$ cat config.mk
export PLATFORM = sky130hd
export DESIGN_NAME = cmd_router
export DESIGN_NICKNAME = d
export VERILOG_FILES = /design/src/rtl/cmd_router.sv
export SDC_FILE = /design/constraint.sdc
export NUM_CORES = 1
export LEC_CHECK = 0
export ABC_CLOCK_PERIOD_IN_PS = 1980
export BUFFER_PORTS_ARGS = -buffer_cell sky130_fd_sc_hd__buf_2
export CORE_MARGIN = 3
export CORE_UTILIZATION = 42
export DETAILED_ROUTE_END_ITERATION = 10
export GPL_TIMING_DRIVEN = 0
export PLACE_DENSITY = 0.77
export SETUP_SLACK_MARGIN = 0.4
export SLEW_MARGIN = 20
export SYNTH_ARGS = -nofsm -noshare
export SYNTH_HDL_FRONTEND = slang
export SYNTH_SLANG_ARGS = --single-unit
$ cat constraint.sdc
create_clock -name clk -period 1.98 [get_ports clk]
set_clock_uncertainty 0.1 [all_clocks]
set_input_delay 0.495 -clock clk [delete_from_list [all_inputs] [get_ports clk]]
set_output_delay 0.495 -clock clk [all_outputs]
set_load 0.01 [all_outputs]
$ cat src/rtl/cmd_router.sv
// -----------------------------------------------------------------------------
// cmd_router
// Routes 32-bit host commands to one of N_TGT command targets and returns
// exactly one 32-bit response per command to the host response FIFO.
// Unknown targets (code 01) and targets that stay silent for TIMEOUT EXE
// cycles (code 02) produce {ERR_TAG, sel[7:0], code} error responses.
//
// Ports
//   clk, rst_n     clock, asynchronous active-low reset
//   cmd_data       command FIFO head (show-ahead)
//   cmd_waitreq    command FIFO empty
//   cmd_rdreq      command FIFO pop pulse
//   rsp_data       response word, updated on entry to WAIT_RSP
//   rsp_wrreq      response FIFO push pulse
//   rsp_waitreq    response FIFO full
//   tgt_cmd        latched command, broadcast to all targets
//   tgt_run        one-hot run strobe, only in EXE
//   tgt_rsp_data   target responses, target i at [32i+31:32i]
//   tgt_rsp_rdy    target response valid flags
//   busy           FSM not in IDLE
//   err_cnt        saturating count of error responses
// -----------------------------------------------------------------------------
module cmd_router #(
   parameter int          N_TGT   = 4,
   parameter int          TGT_MSB = 31,
   parameter int          TGT_LSB = 28,
   parameter int          TIMEOUT = 1023,
   parameter logic [15:0] ERR_TAG = 16'hDEAD
) (
   input  logic                   clk,
   input  logic                   rst_n,
   input  logic [31:0]            cmd_data,
   input  logic                   cmd_waitreq,
   output logic                   cmd_rdreq,
   output logic [31:0]            rsp_data,
   output logic                   rsp_wrreq,
   input  logic                   rsp_waitreq,
   output logic [31:0]            tgt_cmd,
   output logic [N_TGT-1:0]       tgt_run,
   input  logic [32*N_TGT-1:0]    tgt_rsp_data,
   input  logic [N_TGT-1:0]       tgt_rsp_rdy,
   output logic                   busy,
   output logic [15:0]            err_cnt
);

   localparam int TW = TGT_MSB - TGT_LSB + 1;
   localparam int CW = (TIMEOUT > 0) ? $clog2(TIMEOUT + 1) : 1;
   localparam logic [CW-1:0] TO_LAST = (TIMEOUT > 0) ? CW'(TIMEOUT - 1) : '0;

   typedef enum logic [2:0] {
      IDLE,
      RD_CMD,
      EXE,
      WAIT_RSP,
      WR_RSP
   } state_t;

   state_t              state, state_nx;
   logic [31:0]         cmd_reg;
   logic [TW-1:0]       sel;
   logic [CW-1:0]       tmo_cnt;
   logic [31:0]         rsp_reg;
   logic [15:0]         err_reg;

   logic                sel_ok;
   logic [7:0]          sel8;
   logic [N_TGT-1:0]    rdy_vec;
   logic                rdy_sel;
   logic [32*N_TGT-1:0] dat_vec;
   logic [31:0]         rsp_sel;
   logic                tmo_hit;
   logic                rsp_ld;
   logic [31:0]         rsp_nx;
   logic                err_ld;

   // Selected target's rdy/data extracted by shifting rather than indexing,
   // so any sel width works and out-of-range sel never indexes past the bus.
   always_comb begin
      sel_ok  = (32'(sel) < 32'(N_TGT));
      sel8    = 8'(sel);
      rdy_vec = tgt_rsp_rdy >> sel;
      rdy_sel = rdy_vec[0];
      dat_vec = tgt_rsp_data >> {sel, 5'd0};
      rsp_sel = dat_vec[31:0];
      tmo_hit = (TIMEOUT != 0) && (tmo_cnt == TO_LAST);
   end

   always_ff @(posedge clk or negedge rst_n) begin
      if (!rst_n) state <= IDLE;
      else        state <= state_nx;
   end

   always_comb begin
      state_nx  = state;
      cmd_rdreq = 1'b0;
      rsp_wrreq = 1'b0;
      tgt_run   = '0;
      rsp_ld    = 1'b0;
      rsp_nx    = rsp_reg;
      err_ld    = 1'b0;
      case (state)
         IDLE: begin
            if (!cmd_waitreq) state_nx = RD_CMD;
         end
         RD_CMD: begin
            cmd_rdreq = 1'b1;
            state_nx  = EXE;
         end
         EXE: begin
            if (!sel_ok) begin
               rsp_ld   = 1'b1;
               rsp_nx   = {ERR_TAG, sel8, 8'h01};
               err_ld   = 1'b1;
               state_nx = WAIT_RSP;
            end else begin
               tgt_run = N_TGT'(1) << sel;
               // rdy has priority over a coincident timeout
               if (rdy_sel) begin
                  rsp_ld   = 1'b1;
                  rsp_nx   = rsp_sel;
                  state_nx = WAIT_RSP;
               end else if (tmo_hit) begin
                  rsp_ld   = 1'b1;
                  rsp_nx   = {ERR_TAG, sel8, 8'h02};
                  err_ld   = 1'b1;
                  state_nx = WAIT_RSP;
               end
            end
         end
         WAIT_RSP: begin
            if (!rsp_waitreq) state_nx = WR_RSP;
         end
         WR_RSP: begin
            rsp_wrreq = 1'b1;
            state_nx  = IDLE;
         end
         default: state_nx = IDLE;
      endcase
   end

   always_ff @(posedge clk or negedge rst_n) begin
      if (!rst_n) begin
         cmd_reg <= '0;
         sel     <= '0;
         tmo_cnt <= '0;
         rsp_reg <= '0;
         err_reg <= '0;
      end else begin
         if (state == RD_CMD) begin
            cmd_reg <= cmd_data;
            sel     <= cmd_data[TGT_MSB:TGT_LSB];
            tmo_cnt <= '0;
         end else if (state == EXE && !rsp_ld) begin
            tmo_cnt <= tmo_cnt + 1'b1;
         end
         if (rsp_ld) rsp_reg <= rsp_nx;
         if (err_ld && err_reg != '1) err_reg <= err_reg + 1'b1;
      end
   end

   assign tgt_cmd  = cmd_reg;
   assign rsp_data = rsp_reg;
   assign err_cnt  = err_reg;
   assign busy     = (state != IDLE);

endmodule

Word-level counts from Yosys, hierarchy flattened
Cells that the tools add are included.
- register bits after elaboration: 97
- input bits: 168
- output and inout bits: 87
- logic and storage cells: 52
- add/sub/neg operators: 2
- $lt $le $gt $ge: 1
- equality and inequality tests: 10
- shifts and indexed selects: 3
- mux-type cells: 22
- reduce and logical (&&, ||, !) cells: 8
- operator list (operator ; number):
    $shr A128 B9 Y32 ; 1
    $mux W32 ; 3
    $mux W10 ; 2
    $add A16 B1 Y16 const B ; 1
    $ne A16 B16 Y1 const B ; 1
    $mux W3 ; 5
    $pmux W3 S4 ; 1
    $add A10 B1 Y10 const B ; 1
    $eq A10 B10 Y1 const B ; 1
    $mux W1 ; 9
    $mux W4 ; 2
    $eq A3 B2 Y1 const B ; 2
    $reduce_and A3 Y1 ; 2
    $lt A4 B3 Y1 const B ; 1
    $ne A2 B2 Y1 const B ; 2
    $ne A4 B4 Y1 const B ; 1
    $shl A1 B4 Y4 const A ; 1
    $shr A4 B4 Y1 ; 1
    $eq A3 B1 Y1 const B ; 1
    $eq A3 B3 Y1 const B ; 1
    $logic_not A3 Y1 ; 1
    $ne A3 B1 Y1 const B ; 1
    $reduce_bool A3 Y1 ; 1
    $logic_and A1 B1 Y1 ; 2
    2 further kinds ; 2

Logic depth before layout (Yosys ltp)
Gate-level depths: netlist of run 1.
- depth after elaboration: 9
- gate-level depth with buffers: 8
- mapped depth without buffers: 7

Worst setup path after synthesis of run 1
OpenSTA, ideal clock, no wires.
- kind: register to register
- start: reg, netlist name tgt_cmd[28]
- end: reg rsp_reg[1], in the netlist rsp_data[1]
- arrival: 1.962 ns
- data required time: 1.759 ns
- path slack: -0.203 ns
- cell stages (with the launch flop): 7
- buffers on the path: 2
- clock period less this slack: 2.183 ns
- path through: dfrtp_1 > buf_6 > mux2_4 > o2bb2ai_4 > o41ai_4 > buf_6 > o21ai_2
- RTL lines (element ; line ; text):
    end signal: assignment ; 156 ; if (rsp_ld) rsp_reg <= rsp_nx;
    end: declaration ; 62 ; logic [31:0] rsp_reg;

==> results of run 1 <==
## power breakdown
group          total, mW  leakage, nW  internal, mW  switching [mW]
combinational       8.77         3.09          4.52            4.25
sequential          3.25         1.18          2.67           0.576
clock               1.66        0.135         0.915           0.750
## worst max path at each step
stage / cells after the start / to / slack (ns) / startpoint
after global placement: 1 / tgt_cmd[15] / -0.61 / rst_n
after detailed placement: 6 / rsp_data[6] / -0.50 / tgt_cmd[31]
after CTS: 8 / err_cnt[9] / -0.25 / tgt_cmd[28]
after floorplan: 6 / rsp_data[1] / -0.20 / tgt_cmd[28]
final: 10 / rsp_data[12] / -0.25 / tgt_cmd[28]
after global routing: 10 / rsp_data[12] / -0.32 / tgt_cmd[28]
## synthesized netlist by cell type, types with 2 or more instances
master                     count
sky130_fd_sc_hd__inv_1         6
sky130_fd_sc_hd__nor2_1       17
sky130_fd_sc_hd__a21oi_1      16
sky130_fd_sc_hd__ha_1          3
sky130_fd_sc_hd__and2_1        4
sky130_fd_sc_hd__or3_1         3
sky130_fd_sc_hd__xnor2_1       8
sky130_fd_sc_hd__nor3_1        5
sky130_fd_sc_hd__nor3_2        4
sky130_fd_sc_hd__mux4_2       31
sky130_fd_sc_hd__mux2_2        2
sky130_fd_sc_hd__nand4_1       4
sky130_fd_sc_hd__o41ai_4       2
sky130_fd_sc_hd__nor3b_1       3
sky130_fd_sc_hd__buf_2         3
sky130_fd_sc_hd__nor4_1        6
sky130_fd_sc_hd__a21o_1        2
sky130_fd_sc_hd__nand2_1     157
sky130_fd_sc_hd__dfrtp_1      93
sky130_fd_sc_hd__and3_1        3
sky130_fd_sc_hd__nand3_1      11
sky130_fd_sc_hd__nand2_2       2
sky130_fd_sc_hd__mux2i_1       7
sky130_fd_sc_hd__clkbuf_1     18
sky130_fd_sc_hd__o21ai_2      30
sky130_fd_sc_hd__xor2_1       12
sky130_fd_sc_hd__buf_6         7
sky130_fd_sc_hd__o21ai_0       2
sky130_fd_sc_hd__and4_1        4
## registers in the layout, indices dropped and copies added, names as in the netlist
register and cells:
state 3, rsp_data 32, tmo_cnt 10, err_cnt 16, tgt_cmd 32
## final cells by class
| class | instances | area share, % |
|---|---|---|
| timing repair buffer | 336 | 26.6 |
| multi-input combinational | 352 | 36.3 |
| tap | 143 | 2.09 |
| clock buffer | 12 | 2.99 |
| buffer | 28 | 4.28 |
| sequential | 93 | 27.3 |
| inverter | 6 | 0.263 |
| clock inverter | 3 | 0.248 |
## through the flow
| step | hold slack [ns] | TNS, ns | total power, mW |
|---|---|---|---|
| after floorplan | 0.0994 | -7.51 | 6.94 |
| after global placement | 0.354 | -77.21 | 8.60 |
| after detailed placement | 0.358 | -24.02 | 8.76 |
| after CTS | 0.208 | -11.25 | 12.2 |
| after global routing | 0.224 | -17.56 | 14.5 |
| final | 0.229 | -11.63 | 13.7 |
## cell usage in the layout (no fill, tap or decap), types with 5 or more instances in the layout
cell type	synthesis	layout
sky130_fd_sc_hd__buf_6	7	23
sky130_fd_sc_hd__nor4_4	0	6
sky130_fd_sc_hd__buf_12	0	5
sky130_fd_sc_hd__dfrtp_2	0	9
sky130_fd_sc_hd__dfrtp_1	93	84
sky130_fd_sc_hd__nand2_1	157	96
sky130_fd_sc_hd__buf_8	0	15
sky130_fd_sc_hd__nor2_1	17	8
sky130_fd_sc_hd__nor2_4	0	8
sky130_fd_sc_hd__clkbuf_8	0	5
sky130_fd_sc_hd__a21oi_1	16	15
sky130_fd_sc_hd__xnor2_1	8	7
sky130_fd_sc_hd__nand2_2	2	40
sky130_fd_sc_hd__nand2_4	0	23
sky130_fd_sc_hd__mux4_2	31	31
sky130_fd_sc_hd__nand3_1	11	8
sky130_fd_sc_hd__xor2_1	12	12
sky130_fd_sc_hd__buf_4	0	45
sky130_fd_sc_hd__inv_1	6	5
sky130_fd_sc_hd__mux2i_1	7	7
sky130_fd_sc_hd__buf_2	3	250
sky130_fd_sc_hd__clkbuf_16	0	20
sky130_fd_sc_hd__o21ai_2	30	30
## cell families (layout without fill, tap and decap cells)
kind of cell | Yosys count | count (layout) | share of synthesized area [%]
multiplexers | 41 | 41 | 15.9
AND/OR/NAND/NOR | 227 | 227 | 19.9
AO/OA/AOI/OAI | 61 | 61 | 10.4
flip-flops | 93 | 93 | 45.9
adder cells (fa/ha/maj) | 3 | 3 | 0.740
XOR/XNOR | 20 | 20 | 3.46
buffers and inverters | 35 | 385 | 3.70
## critical path, delay by kind of cell, from the launching register on
kind,cells,cell delay [ns]
DFF,1,0.40
buffers and inverters,5,0.74
and+or+nand+nor,1,0.06
AOI/OAI and AO/OA,3,0.56
muxes,1,0.31
## per-layer routing
layer | GRT usage, % | share of wire, % | up-vias
li1 | - | - | 2371
met1 | 30.5 | 37 | 2553
met2 | 47.2 | 53 | 273
met3 | 6.01 | 7.2 | 46
met4 | 11.8 | 3.1 | 2
met5 | 0 | 0.069 | -
## timing repair
action,in CTS,in global routing
hold buffers,1,0
gates resized for setup,115,107
pin swaps,37,61
setup buffers,53,15
hold endpoints to repair,25,0
cloned,5,7
endpoints found under the setup margin,100,104
==> flow_results.xml, run 1 <==
<?xml version="1.0" encoding="UTF-8"?>
<metrics>
  <group name="outcome">
    <metric name="run_status" unit="">complete, but fails checks</metric>
    <metric name="violated_checks" unit="">negative setup slack</metric>
  </group>
  <group name="die">
    <metric name="starting_utilization_of_the_core_area" unit="%">43.7</metric>
    <metric name="die_width" unit="um">116</metric>
    <metric name="design.die.area" unit="mm^2">0.0134</metric>
    <metric name="fp_rows" unit="">39</metric>
    <metric name="die_y" unit="um">116</metric>
    <metric name="core_area" unit="mm^2">0.0116</metric>
    <metric name="boundary_pins" unit="">255</metric>
  </group>
  <group name="yosys">
    <metric name="ys_top_cells_by_area" unit="">sky130_fd_sc_hd__dfrtp_1, sky130_fd_sc_hd__mux4_2, sky130_fd_sc_hd__nand2_1</metric>
    <metric name="postSynth.asyncResetShare" unit="%">100</metric>
    <metric name="synth_largest_type_area_fraction" unit="%">45.9</metric>
    <metric name="synthesis.instances" unit="">480</metric>
    <metric name="synth_area_leader_cell" unit="">sky130_fd_sc_hd__dfrtp_1</metric>
    <metric name="synth-warning-count" unit="">0</metric>
    <metric name="syn_nets" unit="">651</metric>
    <metric name="post_synth_cell_types" unit="">44</metric>
    <metric name="synth_seq_cells" unit="">93</metric>
    <metric name="synthesis.area_per_instance" unit="um^2">10.6</metric>
    <metric name="synth_enable_flop_cells" unit="">0</metric>
    <metric name="seq_area_frac_synth" unit="%">45.9</metric>
    <metric name="post_synth_instance_area" unit="mm^2">0.00507</metric>
    <metric name="synth-main-ff-cell" unit="">sky130_fd_sc_hd__dfrtp_1</metric>
  </group>
  <group name="pwr">
    <metric name="cellLeakagePower" unit="nW">4.40</metric>
    <metric name="power-per-cell-area" unit="mW/mm^2">1600</metric>
    <metric name="vdd_ir_drop_max" unit="mV">0.965</metric>
  </group>
  <group name="global_routing">
    <metric name="first_global_vias" unit="">5444</metric>
    <metric name="globalRouteOverflowTotal" unit="">0</metric>
    <metric name="grt_max_degree" unit="">49</metric>
    <metric name="antenna_violations_before_repair" unit="">1</metric>
    <metric name="wire_length_of_the_first_global_routing_pass" unit="mm">27.3</metric>
    <metric name="grt_usage" unit="%">26.5</metric>
  </group>
  <group name="sta">
    <metric name="finalHoldViolCount" unit="">0</metric>
    <metric name="worst_pin_slew" unit="ns">0.660</metric>
    <metric name="timing_max_transition_violations_final" unit="">0</metric>
    <metric name="setup-violations-final" unit="">65</metric>
    <metric name="relSlewSlack" unit="%">56.0</metric>
    <metric name="setup_repair_after_global_routing_missed_its_margin" unit="">true</metric>
    <metric name="finalWorstSetupSlack" unit="ns">-0.255</metric>
    <metric name="post-route-min-period" unit="ns">2.23</metric>
    <metric name="timing.final.crit_share" unit="%">113</metric>
    <metric name="fmaxAchievable" unit="GHz">0.447</metric>
  </group>
  <group name="layout">
    <metric name="flow.area_growth_from_synthesis" unit="%">69.1</metric>
    <metric name="design.final.nets" unit="">997</metric>
    <metric name="ff_latch_area" unit="mm^2">0.00234</metric>
    <metric name="fill_cells" unit="">770</metric>
    <metric name="area_of_combinational_cells_with_multiple_inputs" unit="mm^2">0.00311</metric>
    <metric name="layout-drive-gt1-share" unit="%">66.4</metric>
    <metric name="finalInstanceArea" unit="mm^2">0.00857</metric>
    <metric name="finalCoreUtilization" unit="%">73.8</metric>
    <metric name="diodes" unit="">0</metric>
    <metric name="post_layout_nonfiller_instances" unit="">973</metric>
  </group>
  <group name="worst_setup_path">
    <metric name="critical_path.startpoint_type" unit="">register</metric>
    <metric name="critical_path.slowest_cell" unit="">sky130_fd_sc_hd__dfrtp_1</metric>
    <metric name="data_arrival_time_of_the_critical_path" unit="ns">2.41</metric>
    <metric name="reg2reg_setup_slack" unit="ns">-0.25</metric>
    <metric name="regToRegStartpoint" unit="">tgt_cmd[28]</metric>
    <metric name="max_fo_critical_path" unit="">5</metric>
    <metric name="end_kind" unit="">register</metric>
    <metric name="cell_seen_most_often_among_critical_path_stages" unit="">sky130_fd_sc_hd__buf_6</metric>
    <metric name="ff2ff_path_depth" unit="">10</metric>
    <metric name="critPathRequiredTime" unit="ns">2.16</metric>
    <metric name="timing.setup.critical_path_class" unit="">reg2reg</metric>
    <metric name="timing.critical_path.cells" unit="">buf_6 &gt; buf_6 &gt; mux2_4 &gt; o2bb2ai_4 &gt; o41ai_4 &gt; buf_4 &gt; clkbuf_16 &gt; buf_16 &gt; nand2_2 &gt; o21ai_2</metric>
    <metric name="cpPeakStageDelay" unit="ns">0.40</metric>
    <metric name="timing.rr.end" unit="">rsp_data[12]</metric>
  </group>
  <group name="clock_network">
    <metric name="worst_setup_hold_path_clk_slew" unit="ns">0.06</metric>
    <metric name="clk_latency" unit="ns">0.34</metric>
    <metric name="clockBufferDepth" unit="">2</metric>
    <metric name="number_of_clock_sinks" unit="">93</metric>
    <metric name="cts-buffers-inserted" unit="">9</metric>
    <metric name="cts_htree_levels" unit="">3</metric>
    <metric name="cts_tree" unit="">done</metric>
    <metric name="cts.root.buffer_cell" unit="">sky130_fd_sc_hd__clkbuf_16</metric>
  </group>
  <group name="place">
    <metric name="post_placement_cell_area" unit="mm^2">0.00666</metric>
    <metric name="placed_cells_incl_taps" unit="">878</metric>
    <metric name="pre_cts_slack" unit="ns">-0.504</metric>
    <metric name="routability_congestion" unit="">0.951</metric>
    <metric name="place.port_buffers" unit="">254</metric>
    <metric name="dp.final_hpwl" unit="mm">12.6</metric>
  </group>
  <group name="route">
    <metric name="drt-initial-drc-count" unit="">308</metric>
    <metric name="wl_per_cell" unit="um">19.4</metric>
    <metric name="postRouteWirelength" unit="mm">18.8</metric>
    <metric name="drt-pass1-iter-count" unit="">4</metric>
    <metric name="via_per_inst" unit="">5.39</metric>
    <metric name="dr_total_vias" unit="">5245</metric>
    <metric name="drc" unit="">0</metric>
    <metric name="final_antenna_violating_net_count" unit="">0</metric>
  </group>
  <group name="worst_hold_path">
    <metric name="worstHoldEndpoint" unit="">state[2]</metric>
    <metric name="hold_path_class" unit="">in2reg</metric>
    <metric name="min_path_cells" unit="">2</metric>
    <metric name="holdCritStartpoint" unit="">rsp_waitreq</metric>
  </group>
  <group name="run">
    <metric name="cap_viol_max_count" unit="">0</metric>
  </group>
</metrics>
(Power assumes the default switching activity.)
==> run 2: changes to the inputs <==
CORE_ASPECT_RATIO = 1.1   (was unset)
CORE_UTILIZATION = 43   (was 42)
CTS_BUF_LIST = sky130_fd_sc_hd__clkbuf_8   (was unset)
PLACE_DENSITY = 0.79   (was 0.77)
SETUP_SLACK_MARGIN = 0.15   (was 0.4)
==> run 2 against run 1 <==
  * The run still ends with negative setup slack left
  * Combinational power decreased by 5.9%
  * Count of clock-buffer cells in the layout decreased by 3
  * Final cell count decreased by 2.1%
  * Maximum frequency about the same
  * Largest power group unchanged
==> flow_results.xml, run 2 (same netlist as run 1, synthesis figures left out) <==
<?xml version="1.0" encoding="UTF-8"?>
<metrics>
  <group name="clock_network">
    <metric name="cts-buffers-inserted" unit="">9</metric>
    <metric name="cts_htree_levels" unit="">3</metric>
    <metric name="worst_setup_hold_path_clk_slew" unit="ns">0.09</metric>
    <metric name="cts.root.buffer_cell" unit="">sky130_fd_sc_hd__clkbuf_8</metric>
    <metric name="number_of_clock_sinks" unit="">93</metric>
    <metric name="clk_latency" unit="ns">0.36</metric>
    <metric name="cts_tree" unit="">done</metric>
    <metric name="clockBufferDepth" unit="">2</metric>
  </group>
  <group name="global_routing">
    <metric name="grt.met2_usage" unit="%">47.9</metric>
    <metric name="grt_usage" unit="%">27.3</metric>
    <metric name="grtUsageMet1" unit="%">31.3</metric>
    <metric name="wire_length_of_the_first_global_routing_pass" unit="mm">27.7</metric>
    <metric name="grt_most_used_layer" unit="">met2</metric>
    <metric name="antenna_violations_before_repair" unit="">3</metric>
    <metric name="grt_max_degree" unit="">50</metric>
    <metric name="globalRouteOverflowTotal" unit="">0</metric>
    <metric name="globalRouteMet3Util" unit="%">5.92</metric>
    <metric name="first_global_vias" unit="">5324</metric>
  </group>
  <group name="place">
    <metric name="placed_cells_incl_taps" unit="">882</metric>
    <metric name="post_placement_cell_area" unit="mm^2">0.00665</metric>
    <metric name="dp.final_hpwl" unit="mm">12.8</metric>
    <metric name="place.port_buffers" unit="">254</metric>
    <metric name="routability_congestion" unit="">0.861</metric>
  </group>
  <group name="layout">
    <metric name="ff_latch_area" unit="mm^2">0.00233</metric>
    <metric name="flow.area_growth_from_synthesis" unit="%">58.7</metric>
    <metric name="design.final.nets" unit="">972</metric>
    <metric name="layout-drive-gt1-share" unit="%">60.5</metric>
    <metric name="finalInstanceArea" unit="mm^2">0.00804</metric>
    <metric name="most_common_cell_after_layout_fill_and_taps_aside" unit="">sky130_fd_sc_hd__buf_2</metric>
    <metric name="post_layout_nonfiller_instances" unit="">953</metric>
    <metric name="layout.cells.most_common_list" unit="">sky130_fd_sc_hd__buf_2, sky130_fd_sc_hd__nand2_1, sky130_fd_sc_hd__dfrtp_1</metric>
    <metric name="fill_cells" unit="">812</metric>
    <metric name="area_of_combinational_cells_with_multiple_inputs" unit="mm^2">0.00298</metric>
    <metric name="finalCoreUtilization" unit="%">71.8</metric>
  </group>
  <group name="sta">
    <metric name="finalWorstSetupSlack" unit="ns">-0.257</metric>
    <metric name="setup_tns" unit="ns">-7.62</metric>
    <metric name="timing.final.crit_share" unit="%">113</metric>
    <metric name="relSlewSlack" unit="%">54.2</metric>
    <metric name="worst_pin_slew" unit="ns">0.688</metric>
    <metric name="post-route-min-period" unit="ns">2.24</metric>
    <metric name="fmaxAchievable" unit="GHz">0.447</metric>
    <metric name="finalHoldViolCount" unit="">0</metric>
    <metric name="timing_max_transition_violations_final" unit="">0</metric>
    <metric name="setup_repair_after_global_routing_missed_its_margin" unit="">true</metric>
    <metric name="whs" unit="ns">0.217</metric>
    <metric name="setup-violations-final" unit="">53</metric>
  </group>
  <group name="pwr">
    <metric name="power_frac_comb" unit="%">63.9</metric>
    <metric name="p_seq_share" unit="%">25.3</metric>
    <metric name="sw_frac_of_total" unit="%">41.7</metric>
    <metric name="power-per-cell-area" unit="mW/mm^2">1610</metric>
    <metric name="cellLeakagePower" unit="nW">4.13</metric>
    <metric name="power_report.internal_total" unit="mW">7.52</metric>
    <metric name="pwr-share-clk" unit="%">10.8</metric>
    <metric name="netSwitchingPower" unit="mW">5.39</metric>
    <metric name="vdd_ir_drop_max" unit="mV">0.995</metric>
  </group>
  <group name="outcome">
    <metric name="violated_checks" unit="">negative setup slack</metric>
    <metric name="run_status" unit="">complete, but fails checks</metric>
  </group>
  <group name="die">
    <metric name="core_area" unit="mm^2">0.0112</metric>
    <metric name="starting_utilization_of_the_core_area" unit="%">45.2</metric>
    <metric name="design.die.area" unit="mm^2">0.0131</metric>
    <metric name="die_width" unit="um">110</metric>
    <metric name="fp_rows" unit="">40</metric>
    <metric name="boundary_pins" unit="">255</metric>
    <metric name="die_y" unit="um">120</metric>
  </group>
  <group name="worst_setup_path">
    <metric name="max_fo_critical_path" unit="">3</metric>
    <metric name="critPathRequiredTime" unit="ns">1.38</metric>
    <metric name="end_kind" unit="">output pin</metric>
    <metric name="critical_path.startpoint_type" unit="">register</metric>
    <metric name="timing.setup.critical_path_class" unit="">reg2out</metric>
    <metric name="data_arrival_time_of_the_critical_path" unit="ns">1.64</metric>
  </group>
  <group name="route">
    <metric name="final_antenna_violating_net_count" unit="">0</metric>
    <metric name="via_per_inst" unit="">5.41</metric>
    <metric name="drt-pass1-iter-count" unit="">5</metric>
    <metric name="wl_per_cell" unit="um">19.1</metric>
    <metric name="drt-initial-drc-count" unit="">348</metric>
    <metric name="drc" unit="">0</metric>
    <metric name="dr_total_vias" unit="">5151</metric>
    <metric name="postRouteWirelength" unit="mm">18.2</metric>
  </group>
  <group name="run">
    <metric name="cap_viol_max_count" unit="">0</metric>
  </group>
  <group name="worst_hold_path">
    <metric name="hold_path_class" unit="">in2reg</metric>
  </group>
</metrics>
-- run 2: changes by cell type in the layout (fill, tap and decap cells not counted), sizes merged --
cell	change
buf	-19
bufinv	+2
clkbuf	-10
clkinv	+1
clkinvlp	-1
diode	+1
inv	+1
o211ai	+1
-- run 2: power by group through the flow --
stage               clock, mW  combinational [mW]  sequential [mW]
floorplan                   0                3.46             3.45
global placement            0                5.41             3.14
detailed placement          0                5.58             3.19
CTS                      1.41                7.88             3.25
global route             1.50                8.82             3.36
finish                   1.40                8.25             3.27
-- run 2: what timing repair did --
item,in CTS,in global routing
resized for setup,124,38
cloned,8,0
hold buffers,1,0
pin swaps,54,13
buffers inserted,37,9
endpoints found under the setup margin,98,79
hold endpoints to repair,44,0
-- run 2: cell type report --
type / count / area share (%)
clock inverters: 6 / 1.09
multi-input cells: 353 / 37.0
flip-flops and latches: 93 / 29.0
well taps: 147 / 2.29
inverters: 6 / 0.280
diodes: 1 / 0.0311
clock buffers: 9 / 1.54
plain buffers: 29 / 3.78
repair buffers: 309 / 25.0
-- run 2: worst max-delay path: stages, from the launching register on --
cell                       delay (ns)
sky130_fd_sc_hd__dfrtp_1         0.38
sky130_fd_sc_hd__clkbuf_8        0.14
sky130_fd_sc_hd__nor3b_4         0.28
sky130_fd_sc_hd__buf_4           0.19
sky130_fd_sc_hd__and4_1          0.19
sky130_fd_sc_hd__buf_6           0.11
-- run 2: through the flow --
stage | power, mW | setup slack [ns]
finish | 12.9 | -0.257
global route | 13.7 | -0.336
CTS | 12.5 | -0.272
detailed placement | 8.77 | -0.454
global placement | 8.55 | -0.564
floorplan | 6.91 | -0.203
-- run 2: per-layer routing --
layer | wire [um] | up-vias | part of all wire (%)
met5 | 28 | - | 0.15
met4 | 705 | 4 | 3.9
met3 | 1550 | 67 | 8.5
met2 | 9490 | 280 | 52
met1 | 6440 | 2481 | 35
li1 | - | 2319 | -
-- run 2: worst paths after layout --
check                            start            to  slack, ns  depth (start not counted)
max in group asynchronous        rst_n    tgt_cmd[1]       0.66                          3
hold reg to reg            tgt_cmd[11]   tgt_cmd[11]       0.38                          2
hold / removal             rsp_waitreq      state[2]       0.22                          2
setup reg to reg              state[0]   rsp_data[7]      -0.23                         12
setup / recovery              state[0]    tgt_run[3]      -0.26                          5
min in group asynchronous        rst_n  rsp_data[17]       0.52                          2
